File: src/rtl/iter_shifter_pkg.sv
// Shared types and constants for the iterative barrel shifter.
package iter_shifter_pkg;

  localparam int unsigned DATA_W     = 32;
  localparam int unsigned AMT_W      = 5;
  localparam int unsigned NUM_STAGES = 5;
  localparam int unsigned CNT_W      = 3;

  typedef enum logic [1:0] {
    IDLE  = 2'd0,
    SHIFT = 2'd1,
    DONE  = 2'd2
  } state_t;

  localparam logic DIR_SLL = 1'b0;
  localparam logic DIR_SRA = 1'b1;

  // Stage k applied on counter value i; bit (NUM_STAGES-1-i) of the amount enables it.
  localparam int unsigned STAGE_AMT [NUM_STAGES] = '{16, 8, 4, 2, 1};

  localparam logic [CNT_W-1:0] LAST_STAGE = CNT_W'(NUM_STAGES - 1);

endpackage

File: src/rtl/iter_shifter_stage.sv
// Fixed-distance shift stage: logical left (zero fill) or arithmetic right (sign fill).
module shift_stage
  import iter_shifter_pkg::*;
#(
  parameter int unsigned K = 1
) (
  input  logic [DATA_W-1:0] din,
  input  logic              dir,
  output logic [DATA_W-1:0] shifted_c
);

  // Select the direction-specific shift of the incoming word.
  always_comb begin
    if (dir == DIR_SRA) begin
      shifted_c = DATA_W'($signed(din) >>> K);
    end else begin
      shifted_c = din << K;
    end
  end

endmodule

File: src/rtl/iter_shifter.sv
// Five-cycle iterative shifter: one power-of-two stage per cycle, 16 down to 1.
module iter_shifter
  import iter_shifter_pkg::*;
(
  input  logic              clock,
  input  logic              reset,
  input  logic              ctrl_shift,
  input  logic              ctrl_dir,
  input  logic [DATA_W-1:0] data_operandA,
  input  logic [AMT_W-1:0]  ctrl_shiftamt,
  output logic [DATA_W-1:0] data_result,
  output logic              data_resultRDY,
  output logic              busy
);

  state_t            state, state_n;
  logic [CNT_W-1:0]  cnt, cnt_n;
  logic [DATA_W-1:0] work, work_n;
  logic [AMT_W-1:0]  amt, amt_n;
  logic              dir, dir_n;
  logic              rdy_n, busy_n;

  logic [DATA_W-1:0] stage_out [NUM_STAGES];
  logic [DATA_W-1:0] sel_out;
  logic              sel_en;

  // One fixed-distance stage per counter value, all fed by the working register.
  for (genvar i = 0; i < NUM_STAGES; i++) begin : g_stage
    shift_stage #(.K(STAGE_AMT[i])) u_stage (
      .din       (work),
      .dir       (dir),
      .shifted_c (stage_out[i])
    );
  end

  // Pick this cycle's stage result and its enabling amount bit.
  always_comb begin
    sel_out = work;
    sel_en  = 1'b0;
    case (cnt)
      3'd0: begin sel_out = stage_out[0]; sel_en = amt[4]; end
      3'd1: begin sel_out = stage_out[1]; sel_en = amt[3]; end
      3'd2: begin sel_out = stage_out[2]; sel_en = amt[2]; end
      3'd3: begin sel_out = stage_out[3]; sel_en = amt[1]; end
      3'd4: begin sel_out = stage_out[4]; sel_en = amt[0]; end
      default: begin sel_out = work; sel_en = 1'b0; end
    endcase
  end

  // Next-state and next-register logic; DONE accepts a new start without a bubble.
  always_comb begin
    state_n = state;
    cnt_n   = cnt;
    work_n  = work;
    amt_n   = amt;
    dir_n   = dir;
    case (state)
      IDLE, DONE: begin
        if (ctrl_shift) begin
          state_n = SHIFT;
          cnt_n   = '0;
          work_n  = data_operandA;
          amt_n   = ctrl_shiftamt;
          dir_n   = ctrl_dir;
        end else begin
          state_n = IDLE;
        end
      end
      SHIFT: begin
        if (sel_en) begin
          work_n = sel_out;
        end
        cnt_n = cnt + CNT_W'(1);
        if (cnt == LAST_STAGE) begin
          state_n = DONE;
        end
      end
      default: state_n = IDLE;
    endcase
    rdy_n  = (state_n == DONE);
    busy_n = (state_n == SHIFT);
  end

  // State, datapath and output flags; reset wins over a simultaneous start.
  always_ff @(posedge clock) begin
    if (reset) begin
      state          <= IDLE;
      cnt            <= '0;
      work           <= '0;
      amt            <= '0;
      dir            <= DIR_SLL;
      data_resultRDY <= 1'b0;
      busy           <= 1'b0;
    end else begin
      state          <= state_n;
      cnt            <= cnt_n;
      work           <= work_n;
      amt            <= amt_n;
      dir            <= dir_n;
      data_resultRDY <= rdy_n;
      busy           <= busy_n;
    end
  end

  assign data_result = work;

endmodule
File: config.mk
export PLATFORM = sky130hd
export DESIGN_NAME = iter_shifter
export DESIGN_NICKNAME = d
export VERILOG_FILES = /design/src/rtl/iter_shifter_pkg.sv /design/src/rtl/iter_shifter_stage.sv /design/src/rtl/iter_shifter.sv
export SDC_FILE = /design/constraint.sdc
export NUM_CORES = 1
export LEC_CHECK = 0
export CAP_MARGIN = 10
export CORE_UTILIZATION = 57
export DETAILED_ROUTE_END_ITERATION = 7
export PLACE_DENSITY = 0.87
export SLEW_MARGIN = 20
export SYNTH_ARGS = -nofsm -noshare
export SYNTH_HDL_FRONTEND = slang
export SYNTH_SLANG_ARGS = --single-unit
File: constraint.sdc
create_clock -name clock -period 5.5 [get_ports clock]
set_input_delay 0.825 -clock clock [delete_from_list [all_inputs] [get_ports clock]]
set_output_delay 0.825 -clock clock [all_outputs]
set_load 0.02 [all_outputs]
After elaboration in Yosys (flattened, before gate mapping):

Cells that the tools add are included.

* $add $sub $neg: 1
* equality and inequality tests: 16
* muxes and demuxes: 15
* reductions and logical operators: 8

Operators by type and width (number)
* 32-bit 2-to-1 mux: 7
* 32-bit case mux with 5 select lines: 1
* 32-bit case mux with 2 select lines: 1
* 3-bit inequality test (second input constant): 5
* 9-bit AND reduction: 1
* 3-bit by 2-bit == test with 1-bit output (second input constant): 2
* 6-bit by 2-bit inequality test with 1-bit output (second input constant): 1
* 3-bit case mux with 2 select lines: 1
* 1-bit case mux with 5 select lines: 1
* 2-bit by 1-bit == test with 1-bit output (second input constant): 2
* 2-bit == test (second input constant): 2
* 2-bit inequality test (second input constant): 2
* 2-bit case mux with 2 select lines: 1
* 2-bit AND reduction: 2
* 4-bit AND reduction: 1
* 3-bit by 1-bit adder with 3-bit output (second input constant): 1
* 3-bit by 1-bit == test with 1-bit output (second input constant): 1
* 3-bit == test (second input constant): 1
* 3-bit zero test: 1
* 3-bit 2-to-1 mux: 1
* 2-bit zero test: 1
* 2-bit 2-to-1 mux: 1
* 2-bit nonzero test: 1
* 2-bit OR reduction: 1
* 1-bit 2-to-1 mux: 1

* bits in registers: 45
* input port bits: 41
* word-level logic and storage cells: 48

Longest topological paths before layout:

* word-level depth: 4
* mapped depth: 11
* depth with buffers taken out: 7

Cells and area by module:

From an unflattened synthesis, not the netlist that was laid out.

* cell total of the unflattened synthesis: 702
* area total of the unflattened synthesis: 5875.6 um^2

Modules (own cells, without submodules)
* iter_shifter: instances 1, cells an instance 523, area each 3664.8 um^2, sequential area each 900.9 um^2
* shift_stage at g_stage[4].u_stage: instances 1, cells an instance 36, area each 535.5 um^2, sequential area each 0.0 um^2
* shift_stage at g_stage[3].u_stage: instances 1, cells an instance 36, area each 521.8 um^2, sequential area each 0.0 um^2
* shift_stage at g_stage[2].u_stage: instances 1, cells an instance 36, area each 500.5 um^2, sequential area each 0.0 um^2
* shift_stage at g_stage[1].u_stage: instances 1, cells an instance 35, area each 340.3 um^2, sequential area each 0.0 um^2
* shift_stage at g_stage[0].u_stage: instances 1, cells an instance 36, area each 312.8 um^2, sequential area each 0.0 um^2

Least setup slack after synthesis:

Ideal clock, no wire load.

* path type: input to register
* start: input ctrl_shift
* end: register work[23], in the netlist data_result[23]
* arrival time: 1.845 ns
* path slack: 3.531 ns
* stages: 7
* buffers on the path: 2
* cells stage by stage: nor2b_1 buf_2 nor2_1 a31oi_4 nand2_1 buf_4 o22ai_1

* longest elaborated chain between the ends: 2

Ends and longest elaborated chain
* start: declaration: line iter_shifter.sv:7 `input logic ctrl_shift,`
* 2-bit inequality test (no line)
* 4-bit AND reduction (no line)
* end signal: assignment: line iter_shifter.sv:97 `work <= work_n;`
* end: declaration: line iter_shifter.sv:18 `logic [DATA_W-1:0] work, work_n;`

Every way passes these cells.
A chain may end at the register's enable or synchronous reset.

Worst setup path after layout:

* start: register cnt[0]
* end: register work[18], in the netlist data_result[18]

* longest elaborated chain between the ends: 4
* elaborated cells on any way between the ends: 12

Ends and longest elaborated chain
* start: declaration: line iter_shifter.sv:17 `logic [CNT_W-1:0] cnt, cnt_n;`
* start signal: assignment: line iter_shifter.sv:96 `cnt <= cnt_n;`
* 3-bit == test, or another cell as far along: line iter_shifter.sv:40 `case (cnt)`
* 1-bit case mux with 5 select lines / 32-bit case mux with 5 select lines (equally long branches): line iter_shifter.sv:40
* 2-bit inequality test (no line) / 32-bit 2-to-1 mux (equally long branches)
* 4-bit AND reduction (no line) / 32-bit case mux with 2 select lines (equally long branches)

Parallel ways exist; a longest one is shown, timed or not. The select of a mux whose other input is x is not followed.

==> impl_metrics.toml <==
[outcome]
outcome = "finished clean"

[drt]
viasPerCell = 6.981
via_count = 4503
postRouteWirelength_um = 13360
drt_iter0_markers = 739
drc_errors = 0
first_pass_iters = 6
ant_nets = 0
wl_per_cell_um = 20.71

[synth]
syn_area_mm2 = 0.003715
synth_ff_type = "dfxtp_1"
synth.top_cell.area_share_pct = 24.25
synthCells = 530
async_flop_share_pct = 0
ys_seq_area_share_pct = 24.25
synth_area_leaders = "dfxtp_1, o21ai_0, nand2_1, nor2b_1, o22ai_1"
netlist-cell-type-count = 52
synth_nets = 577
yosys_register_bits = 45
avgSynthCellArea_um2 = 7.009
yosysWarnings = 0
synth_edf_count = 0
yosys.area.top_type = "dfxtp_1"

[finish]
mostFrequentLayoutCell = "o21ai_0"
final_cell_mix = "o21ai_0, clkdlybuf4s50_1, nand2_1"
diodes = 0
area_growth_pct = 19.74
drive_gt1_share_pct = 3.873
nNetsFinal = 614
fin_cells = 645

[critical_path]
r2r_setup_slack_ns = 1.86
critPathRequiredTime_ns = 5.67
crit_arrival_ns = 3.81
worstSetupStartpointType = "register"
critPathKind = "reg2reg"
cp_max_fo = 29
critical_path.endpoint_type = "register"

[sta]
worstMarginPinSlew_ns = 1.093
finalClockSkew_ns = 0.009679
slew_headroom_pct = 27.10
hold_violations = 0
slew_violations = 0
min_period_over_period_pct = 66.23
period_minus_slack_ns = 3.643
setup_viol = 0
max_freq_mhz = 274.5
rsz0062_at_grt = "no"
setup_tns_ns = 0
setup_ws_ns = 1.857

[global_routing]
grt_max_degree = 52
track_usage_pct = 40.10
first_global_vias = 4021
antenna_found_initial = 0
grt_pass1_wl_um = 20540
grt_overflow = 0

[min_path]
min_path_type = "reg2reg"

[clock_tree]
cts_tree = "yes"
cts_setup_buffers = 0
ctsHoldBuffers = 0
numCtsBuffers = 5
clock-sinks = 45
ctsResizeCount = 0
cts.path.max_buffers = 2
htreeDepth = 2
insertion_delay_ns = 0.31
clk_pin_slew_ns = 0.09
root_buffer = "clkbuf_8"

[place]
dpl.hpwl_um = 9238
post-place-ws_ns = 1.732
gp_congestion = 1.067
io_buffers = 74
placed_cells = 637

[floorplanning]
rows = 29
ios = 75
die_x_um = 82.73
coreArea_mm2 = 0.006314
initial_core_util_pct = 58.84
dieArea_mm2 = 0.006844
dieHeight_um = 82.73

[pwr]
p_leak_nw = 1.463
powerDensity_mw_per_mm2 = 219.1
vdd.ir_drop.worst_uv = 175.5

[run]
drv_cap = 0
[path summary, 6_finish.rpt]
path	from	to	cells past startpoint
worst min register to register	data_result[20]	data_result[20]	2
worst min-delay path	data_result[20]	data_result[20]	2
worst max register to register	cnt[0]	data_result[18]	8
worst max-delay path	cnt[0]	data_result[18]	8
[state kept, by name, indices dropped and copies added (netlist names)]
| signal | count |
|---|---|
| busy | 1 |
| amt | 5 |
| data_resultRDY | 1 |
| cnt | 3 |
| data_result | 32 |
| state | 2 |
| dir | 1 |
[cell type report]
class                           instances  area (µm²)
Timing Repair Buffer                   79       778.2
Inverter                                9       33.78
Sequential cell                        45       902.1
Fill cell                             553        1866
Multi-Input combinational cell        427        2554
Clock buffer                            7       76.32
Tap cell                               77       96.34
Clock inverter                          1       7.507
[report_power, final]
| part | leakage, nW | internal (mW) | switching [mW] |
|---|---|---|---|
| Combinational | 1.05 | 0.148 | 0.205 |
| Clock | 0.0385 | 0.0902 | 0.119 |
| Sequential | 0.371 | 0.358 | 0.0542 |
| Total | 1.46 | 0.597 | 0.378 |
[worst max-delay path, stage by stage (launching register included)]
cell and delay (ns):
dfxtp_1 0.42, ha_1 0.17, ha_1 0.83, inv_1 0.50, o21ai_1 0.66, buf_4 0.37, o211ai_1 0.13, o22ai_1 0.30
o22ai_1 0.12
[Yosys cell counts, types with 2 or more instances]
master     number
o21ai_0        84
nand2_1        49
dfxtp_1        45
nor2_1         33
a21oi_1        31
clkbuf_1       30
nor2b_1        28
o22ai_1        25
and2_1         23
o21ai_1        19
o211ai_1       17
nand3_1        15
buf_2          13
a31oi_1        12
o221ai_1       10
inv_1           9
mux2i_1         9
nand2b_1        8
a22oi_1         7
ha_1            6
nand4_1         6
o32ai_1         6
nor3_1          4
a311oi_1        3
buf_4           3
buf_6           3
o21a_1          3
a21o_1          2
a311o_1         2
nand4b_1        2
o2111ai_1       2
[per-stage QoR]
| step | area, µm² | power [mW] | hold WS (ns) | util, % |
|---|---|---|---|---|
| 2_1_floorplan | 3715 | 0.6172 | 0.4544 | - |
| 6_report | 4448 | 0.9747 | 0.5082 | 70.45 |
| 4_1_cts | 4448 | 0.9601 | 0.5065 | 70.45 |
| 3_3_place_gp | 4364 | 0.7501 | 0.4763 | 69.12 |
| 5_1_grt | 4448 | 1.016 | 0.5278 | 70.45 |
| 3_5_place_dp | 4364 | 0.7580 | 0.4882 | 69.12 |
[metal layers]
metal	global-route usage (%)	vias up	share of wire [%]
met5	0	-	0
met4	17.24	0	4.5
met3	10.99	82	13
met2	59.02	377	44
met1	54.25	2004	39
li1	-	2040	-
[logic make-up after synthesis]
group	count (synthesis)	synth area share [%]
compound gates	236	39.68
buf+inv	58	7.208
mux	10	2.728
flops	45	24.25
simple gates	175	24.12
fa+ha+maj	6	2.021
No activity file was read; power rests on OpenSTA's default activity.
